$ cat src/rtl/aes_ctrl_pkg.sv
// Shared types and constants for the multi-block AES decryption controller.
package aes_ctrl_pkg;

    localparam int AES_BLOCK_W            = 128;
    localparam int DEFAULT_NUM_BLOCKS     = 4;
    localparam int DEFAULT_TIMEOUT_CYCLES = 64;
    localparam int DEFAULT_CNT_W          = 8;

    typedef enum logic [2:0] {
        ST_WAIT,
        ST_LOAD,
        ST_COMPUTE,
        ST_STORE,
        ST_READY,
        ST_ERROR
    } ctrl_state_e;

endpackage

$ cat src/rtl/aes_timeout_counter.sv
// Saturating cycle counter that flags when a core run has used its full budget.
module aes_timeout_counter #(
    parameter int TIMEOUT_CYCLES = 64,
    parameter int CNT_W          = 8
) (
    input  logic clk,
    input  logic reset,
    input  logic clr,
    input  logic en,
    output logic expired
);

    localparam logic [CNT_W-1:0] LAST_CNT = CNT_W'(TIMEOUT_CYCLES - 1);

    logic [CNT_W-1:0] cnt_q;
    logic [CNT_W-1:0] cnt_d;

    // Holds at the last budgeted value instead of wrapping back to zero.
    always_comb begin
        cnt_d = cnt_q;
        if (clr) begin
            cnt_d = '0;
        end else if (en && (cnt_q != LAST_CNT)) begin
            cnt_d = cnt_q + 1'b1;
        end
    end

    always_ff @(posedge clk) begin
        if (reset) begin
            cnt_q <= '0;
        end else begin
            cnt_q <= cnt_d;
        end
    end

    assign expired = (cnt_q == LAST_CNT);

endmodule

$ cat src/rtl/aes_multi_controller.sv
// Sequences an external AES decryption core over NUM_BLOCKS ciphertext blocks,
// collecting each plaintext block and flagging completion or core timeout.
module aes_multi_controller
    import aes_ctrl_pkg::*;
#(
    parameter int NUM_BLOCKS     = DEFAULT_NUM_BLOCKS,
    parameter int TIMEOUT_CYCLES = DEFAULT_TIMEOUT_CYCLES,
    parameter int CNT_W          = DEFAULT_CNT_W
) (
    input  logic                              clk,
    input  logic                              reset,
    input  logic                              io_ready,
    input  logic [AES_BLOCK_W*NUM_BLOCKS-1:0] msg_en,
    input  logic [AES_BLOCK_W-1:0]            key,
    output logic [AES_BLOCK_W*NUM_BLOCKS-1:0] msg_de,
    output logic                              aes_ready,
    output logic                              aes_error,
    output logic [3:0]                        block_idx,
    output logic                              core_run,
    output logic [AES_BLOCK_W-1:0]            core_msg_en,
    output logic [AES_BLOCK_W-1:0]            core_key,
    input  logic [AES_BLOCK_W-1:0]            core_msg_de,
    input  logic                              core_ready
);

    localparam logic [3:0] LAST_IDX = 4'(NUM_BLOCKS - 1);

    ctrl_state_e state_q;
    logic [3:0]  block_idx_q;
    logic        core_run_q;
    logic        aes_ready_q;
    logic        aes_error_q;

    logic cnt_clr;
    logic cnt_en;
    logic cnt_expired;
    logic store_en;

    assign store_en = (state_q == ST_COMPUTE) && core_ready;
    assign cnt_clr  = (state_q == ST_WAIT) || (state_q == ST_STORE);
    assign cnt_en   = (state_q == ST_COMPUTE);

    aes_timeout_counter #(
        .TIMEOUT_CYCLES (TIMEOUT_CYCLES),
        .CNT_W          (CNT_W)
    ) u_timeout (
        .clk     (clk),
        .reset   (reset),
        .clr     (cnt_clr),
        .en      (cnt_en),
        .expired (cnt_expired)
    );

    // core_ready is tested before the timeout so a last-cycle completion still stores.
    always_ff @(posedge clk) begin
        if (reset) begin
            state_q     <= ST_WAIT;
            block_idx_q <= '0;
            core_run_q  <= 1'b0;
            aes_ready_q <= 1'b0;
            aes_error_q <= 1'b0;
        end else begin
            case (state_q)
                ST_WAIT: begin
                    if (io_ready) begin
                        state_q     <= ST_LOAD;
                        block_idx_q <= '0;
                    end
                end
                ST_LOAD: begin
                    state_q    <= ST_COMPUTE;
                    core_run_q <= 1'b1;
                end
                ST_COMPUTE: begin
                    if (core_ready) begin
                        state_q    <= ST_STORE;
                        core_run_q <= 1'b0;
                    end else if (cnt_expired) begin
                        state_q     <= ST_ERROR;
                        core_run_q  <= 1'b0;
                        aes_error_q <= 1'b1;
                    end
                end
                ST_STORE: begin
                    if (block_idx_q == LAST_IDX) begin
                        state_q     <= ST_READY;
                        aes_ready_q <= 1'b1;
                    end else begin
                        state_q     <= ST_LOAD;
                        block_idx_q <= block_idx_q + 1'b1;
                    end
                end
                ST_READY: begin
                    if (!io_ready) begin
                        state_q     <= ST_WAIT;
                        aes_ready_q <= 1'b0;
                    end
                end
                ST_ERROR: begin
                    if (!io_ready) begin
                        state_q     <= ST_WAIT;
                        aes_error_q <= 1'b0;
                    end
                end
                default: begin
                    state_q     <= ST_WAIT;
                    core_run_q  <= 1'b0;
                    aes_ready_q <= 1'b0;
                    aes_error_q <= 1'b0;
                end
            endcase
        end
    end

    // One result register per block; only the slot being processed is written.
    for (genvar gi = 0; gi < NUM_BLOCKS; gi++) begin : g_slot
        logic [AES_BLOCK_W-1:0] slot_q;

        always_ff @(posedge clk) begin
            if (reset) begin
                slot_q <= '0;
            end else if (store_en && (block_idx_q == 4'(gi))) begin
                slot_q <= core_msg_de;
            end
        end

        assign msg_de[AES_BLOCK_W*gi +: AES_BLOCK_W] = slot_q;
    end

    assign core_msg_en = msg_en[AES_BLOCK_W*block_idx_q +: AES_BLOCK_W];
    assign core_key    = key;
    assign block_idx   = block_idx_q;
    assign core_run    = core_run_q;
    assign aes_ready   = aes_ready_q;
    assign aes_error   = aes_error_q;

endmodule

$ cat config.mk
export PLATFORM = sky130hd
export DESIGN_NAME = aes_multi_controller
export DESIGN_NICKNAME = d
export VERILOG_FILES = /design/src/rtl/aes_ctrl_pkg.sv /design/src/rtl/aes_timeout_counter.sv /design/src/rtl/aes_multi_controller.sv
export SDC_FILE = /design/constraint.sdc
export NUM_CORES = 1
export LEC_CHECK = 0
export CAP_MARGIN = 5
export CORE_AREA = 2 2 607 609
export CTS_BUF_LIST = sky130_fd_sc_hd__clkbuf_16
export CTS_CLUSTER_DIAMETER = 50
export DETAILED_ROUTE_END_ITERATION = 10
export DIE_AREA = 0 0 609 611
export GPL_TIMING_DRIVEN = 1
export PLACE_DENSITY = 0.3
export SLEW_MARGIN = 10
export SYNTH_ARGS = -nofsm -noshare
export SYNTH_HDL_FRONTEND = slang
export SYNTH_HIERARCHICAL = 1
export SYNTH_SLANG_ARGS = --single-unit
$ cat constraint.sdc
create_clock -name clk -period 6.38 [get_ports clk]
set_clock_uncertainty 0.15 [all_clocks]
set_input_delay 1.914 -clock clk [delete_from_list [all_inputs] [get_ports clk]]
set_output_delay 1.914 -clock clk [all_outputs]
set_load 0.02 [all_outputs]
==> flow_summary_export.csv, run 1 <==
group,metric,value,unit
cts,cts_tree,"yes",
synthesis,synth-async-reset-ratio,0,%
place,io_buffers,1290,
global_route,busiest_layer,"met2",
timing,fin_tns_setup,0,ns
cts,clock-root-buffer,"clkbuf_16",
synthesis,ys_seq_area_share,43.6,%
global_route,grt_use_total,13.5,%
die,row_count,222,
cts,cts.repair.resized,0,
setup_path,r2r_cells,4,
drt,drt_iter0_drc,1364,
power,p_per_area,235,mW/mm^2
cts,worstSkewPairLatency,0.82,ns
die,fp.dieH,611,um
global_route,grt_pass1_vias,23800,
drt,vias_per_cell,2.82,
global_route,grt_overflow,0,
hold_path,min_from,"g_slot[3].slot_q[75]",
cts,cts-hold-fix-buffers,0,
setup_path,end_kind,"primary output",
setup_path,worstSetupStartpointType,"input pin",
run,drv_cap,0,
die,start_util,6.66,%
cts,clkSinkCount,530,
setup_path,critPathRequiredTime,4.32,ns
timing,period_share,99.2,%
finish,final_nets,4279,
drt,routed_wl,260000,um
timing,tightest_slew,1.14,ns
synthesis,yosysWarnings,6,
die,core_area,0.365,sq mm
finish,most-common-layout-cells,"clkdlybuf4s50_1 (1287), nand2_1 (646), dfxtp_1 (528)",
setup_path,reg2reg_to,"g_slot[1].slot_q[73]",
timing,setup_viol,0,
timing,setup_ws,0.0537,ns
synthesis,synth-edff-count,0,
timing,max_freq,158,MHz
cts,postCtsSetupRepairBufs,0,
timing,fin_crit,6.33,ns
cts,cts_inserted_buffers,112,
finish,synthToLayoutAreaGrowth,89.2,%
global_route,met1_usage,15.9,%
power,leakage,17.2,nW
drt,avgRoutedWirePerCell,30.7,um
global_route,grt_max_degree,129,
synthesis,synth_cell_types,52,
global_route,grtUsageMet3,6.96,%
synthesis,synth_cells,2347,
setup_path,cp_max_fo,2,
run_status,status,"finished clean",
synthesis,synth_fp_nets,3124,
setup_path,reg2reg_slack,3.42,ns
timing,finalMaxSlewViolations,0,
synthesis,ys_ff_latch,530,
die,die_x,609,um
hold_path,whs_path_depth,2,
hold_path,worstHoldEndpoint,"g_slot[3].slot_q[75]",
place,placed_area,0.0421,sq mm
drt,routed-via-count,23900,
finish,final_common_cell,"clkdlybuf4s50_1",
setup_path,arrival,4.26,ns
place,dp_slack,0.0812,ns
timing,maxSlewHeadroom,23.9,%
die,io_pins,1547,
cts,clockBufferDepth,4,
finish,drive_gt1_share,10.5,%
setup_path,crit_type,"in2out",
synthesis,syn-mean-instance-area,10.4,sq um
drt,dr.pass1.iters,5,
timing,rsz0062_at_grt,"false",
power,fin_total_pwr,10.8,mW
synthesis,synthFlopType,"dfxtp_1",
cts,htree_levels,3,
synthesis,netlist_area,0.0243,sq mm
place,dpl.hpwl,224000,um
hold_path,hold_class,"reg2reg",
global_route,grt_pass1_wl,314000,um
setup_path,rr_startpoint,"state_q[1]",
global_route,met2_usage,20.9,%
finish,final_util,12.6,%
timing,hold_violations,0,
place,gp_congestion,0.994,
cts,clk_pin_slew_worst_paths,0.04,ns
drt,drc,0,
finish,fin_area,0.0460,sq mm
power,peakVddDrop,0.000212,V
global_route,antenna_found_initial,210,
drt,ant_nets,0,
die,dieArea,0.372,sq mm
==> kinds of logic after synthesis <==
group                      share of synthesized area [%]
AOI/OAI and AO/OA                                  0.885
and+or+nand+nor                                     14.8
buffers and inverters                               7.46
adders and majority gates                          0.257
muxes                                               33.0
DFF                                                 43.6
==> per-stage QoR <==
step                      hold WS, ns  cells
final                           0.305   8471
after global routing            0.322   8438
after CTS                       0.305   8409
after detailed placement        0.295   8204
after global placement          0.293   8204
after floorplan                 0.303   2347
==> area by class of cell <==
class,count,area [sq um]
Inverter,6,30.0
Fill cell,41700,319000
Timing Repair Buffer,1346,13500
Multi-Input combinational cell,1506,11900
Clock inverter,93,956
Clock buffer,112,2800
Antenna cell,62,155
Tap cell,4816,6030
Sequential cell,530,10600
==> state kept, by name, summed over array words and instances (netlist names) <==
signal           flops
g_slot.slot_q      512
u_timeout/cnt_q      8
block_idx            4
state_q              3
aes_error            1
aes_ready            1
core_run             1
==> worst max path at each step <==
stage	startpoint	to	slack [ns]
6_report	msg_en[493]	core_msg_en[109]	0.05
5_1_grt	msg_en[468]	core_msg_en[84]	0.08
4_1_cts	msg_en[500]	core_msg_en[116]	0.08
3_5_place_dp	msg_en[500]	core_msg_en[116]	0.08
3_3_place_gp	msg_en[500]	core_msg_en[116]	0.08
2_1_floorplan	msg_en[384]	core_msg_en[0]	1.74
==> where the power goes <==
group          internal [mW]  switching [mW]  total (mW)
registers               3.35          0.0289        3.38
clock network           3.83            2.20        6.03
logic                  0.679           0.730        1.41
total                   7.86            2.96        10.8
==> layer usage <==
metal | vias to the layer above | share of wire [%] | wire length [um]
met5 | - | 0.23 | 602
met3 | 512 | 11 | 28100
met2 | 1216 | 44 | 115000
li1 | 10300 | - | -
met1 | 11700 | 41 | 108000
met4 | 92 | 3.2 | 8420
==> cells in the mapped netlist (all sizes together), types with 5 or more instances <==
master  number  share of area, %
nor3         6              0.12
inv          6             0.093
nor2b        6              0.15
o21ai        5              0.10
mux2i      514                21
buf        205               5.8
and2       129               3.3
mux4       128                12
nor2         6              0.10
clkbuf     100               1.5
dfxtp      530                44
nand2      646                10
nand3        5              0.12
nand4        5              0.13
ha           5              0.26
a21oi       10              0.21
==> critical path: stages <==
cell             delay [ns]
clkdlybuf4s50_1        0.77
mux4_2                 0.69
and2_1                 0.21
clkdlybuf4s50_1        0.65
Note: power is estimated with default switching activity, not from simulation.
==> inputs of run 2 (changes only) <==
--- a/config.mk
+++ b/config.mk
@@ -12,6 +12,7 @@
 export DETAILED_ROUTE_END_ITERATION = 10
 export DIE_AREA = 0 0 609 611
 export GPL_TIMING_DRIVEN = 1
+export HOLD_SLACK_MARGIN = 0.1
 export PLACE_DENSITY = 0.3
 export SLEW_MARGIN = 10
 export SYNTH_ARGS = -nofsm -noshare
==> results of run 2 <==
No change in the layout: final DEF, timing and power equal those of run 1.
==> inputs of run 3 (changes only) <==
--- a/config.mk
+++ b/config.mk
@@ -13,9 +13,11 @@
 export DIE_AREA = 0 0 609 611
 export GPL_TIMING_DRIVEN = 1
 export HOLD_SLACK_MARGIN = 0.1
+export MAX_ROUTING_LAYER = met4
 export PLACE_DENSITY = 0.3
 export SLEW_MARGIN = 10
 export SYNTH_ARGS = -nofsm -noshare
 export SYNTH_HDL_FRONTEND = slang
 export SYNTH_HIERARCHICAL = 1
 export SYNTH_SLANG_ARGS = --single-unit
+export TNS_END_PERCENT = 5
==> run 3 against run 2 <==
Compared with the run above:
- flip-flop and latch count unchanged
- die area stayed put
- register-to-register slack got worse by 0.24 ns
- largest cell class unchanged
==> flow_summary_export.csv, run 3 (synthesis gave the netlist of run 1 again) <==
group,metric,value,unit
run_status,status,"finished clean",
die,core_area,0.365,sq mm
cts,cts-hold-fix-buffers,0,
timing,maxSlewHeadroom,37.0,%
finish,final_util,12.8,%
timing,max_freq,160,MHz
drt,drc,0,
setup_path,reg2reg_slack,3.18,ns
finish,fin_cells,8579,
place,place_inst,8206,
finish,largest_reg_flops,512,
setup_path,cpMaxStageDelayCell,"clkdlybuf4s50_1",
setup_path,arrival,4.18,ns
hold_path,hold_class,"reg2reg",
finish,final_common_cell,"clkdlybuf4s50_1",
run,drv_cap,0,
global_route,met2_usage,20.9,%
drt,ant_nets,0,
timing,rsz0062_at_grt,"false",
timing,setup_viol,0,
global_route,grt_use_total,13.9,%
die,fp.dieH,611,um
power,seq_power_share,29.8,%
drt,routed-via-count,23900,
place,dpl.hpwl,225000,um
die,start_util,6.66,%
drt,drt_iter0_drc,1290,
drt,dr.pass1.iters,5,
drt,vias_per_cell,2.79,
global_route,grt_pass1_wl,315000,um
cts,postCtsSetupRepairBufs,0,
timing,tightest_slew,0.945,ns
finish,max_flop_register,"g_slot.slot_q",
global_route,antenna_found_initial,207,
die,row_count,222,
hold_path,worstHoldEndpoint,"g_slot[1].slot_q[84]",
global_route,grt_overflow,0,
global_route,met1_usage,16.1,%
hold_path,min_from,"g_slot[1].slot_q[84]",
setup_path,crit_type,"in2out",
cts,htree_levels,3,
power,p_per_area,243,mW/mm^2
global_route,busiest_layer,"met2",
power,peakVddDrop,0.000204,V
cts,clockBufferDepth,4,
power,pwr-share-clk,57.8,%
setup_path,critPathRequiredTime,4.32,ns
cts,clock-root-buffer,"clkbuf_16",
setup_path,path_cells,"clkdlybuf4s50_1 -> mux4_2 -> and2_1 -> clkdlybuf4s50_1",
die,io_pins,1547,
place,io_buffers,1290,
die,dieArea,0.372,sq mm
timing,fin_tns_setup,0,ns
finish,most-common-layout-cells,"clkdlybuf4s50_1 (1285), nand2_1 (646), dfxtp_1 (528)",
global_route,grt_max_degree,89,
timing,fin_crit,6.24,ns
hold_path,whs_path_depth,2,
power,p_int,8.26,mW
die,die_x,609,um
setup_path,cp_slowest_stage_delay,0.70,ns
setup_path,r2r_cells,7,
finish,drive_gt1_share,11.0,%
power,sw_frac_of_total,27.2,%
power,leakage,17.4,nW
drt,avgRoutedWirePerCell,30.4,um
drt,routed_wl,261000,um
setup_path,end_kind,"primary output",
timing,finalMaxSlewViolations,0,
cts,clk_pin_slew_worst_paths,0.05,ns
cts,worstSkewPairLatency,0.84,ns
cts,clkSinkCount,530,
global_route,grt_pass1_vias,23900,
power,fin_total_pwr,11.3,mW
power,p_switching,3.08,mW
cts,cts_tree,"yes",
timing,period_share,97.8,%
setup_path,crit_top_cell,"clkdlybuf4s50_1",
setup_path,worstSetupStartpointType,"input pin",
finish,synthToLayoutAreaGrowth,92.0,%
place,gp_congestion,1.02,
timing,hold_violations,0,
setup_path,rr_startpoint,"block_idx[0]",
finish,final_nets,4289,
setup_path,reg2reg_to,"g_slot[3].slot_q[50]",
cts,cts_inserted_buffers,120,
power,pwr-share-comb,12.4,%
global_route,grtUsageMet3,7.02,%
setup_path,cp_max_fo,2,
run 3: cell types whose count changed in the layout (fill, tap and decap cells not counted), sizes merged, moves of 3 or more:
cell,previous run,this run
diode,62,151
clkbuf,112,120
clkinvlp,5,13
bufinv,16,20
dlygate4sd2,0,3
run 3: per-layer routing:
layer / vias up / routed length [um] / share of wire (%)
met3: 416 / 26800 / 10
met1: 11800 / 111000 / 42
met5: - / 0 / 0
li1: 10500 / - / -
met2: 1200 / 116000 / 45
met4: 0 / 7250 / 2.8
run 3: layout make-up:
type	instances	area, sq um
diodes	151	378
fillers	41500	318000
multi-input cells	1506	11900
repair buffers	1348	13600
clock inverters	102	1160
clock buffers	120	3000
inverters	6	30.0
well taps	4816	6030
flip-flops and latches	530	10600
run 3: repair_timing:
action,in CTS,in global routing
endpoints found under the hold margin,0,0
endpoints found under the setup margin,3,1
resized for setup,3,1
run 3: per-stage QoR:
step / setup WS, ns / hold slack [ns] / area (sq um)
after floorplan: 1.74 / 0.303 / 24300
after global placement: -0.0721 / 0.294 / 42100
after detailed placement: -0.0670 / 0.297 / 42100
after CTS: 0.0433 / 0.306 / 46300
after global routing: 0.149 / 0.321 / 46600
final: 0.141 / 0.303 / 46700
run 3: worst max-delay path by stage:
stage           startpoint                to  slack [ns]  depth (start not counted)
6_report       msg_en[493]  core_msg_en[109]        0.14                          4
5_1_grt        msg_en[422]   core_msg_en[38]        0.15                          4
4_1_cts        msg_en[500]  core_msg_en[116]        0.04                          4
3_5_place_dp   msg_en[424]   core_msg_en[40]       -0.07                          4
3_3_place_gp   msg_en[424]   core_msg_en[40]       -0.07                          4
2_1_floorplan  msg_en[384]    core_msg_en[0]        1.74                          2
run 3: critical path, delay by kind of cell:
kind	cells	cell delay, ns
buf+inv	2	1.33
mux	1	0.69
simple gates	1	0.21
run 3: power groups by stage:
stage               combinational (mW)  clock [mW]  sequential [mW]
finish                            1.40        6.56             3.38
global route                      1.46        6.94             3.38
CTS                               1.43        6.82             3.38
detailed placement                1.43           0             3.44
global placement                  1.43           0             3.44
floorplan                        0.529           0             3.48
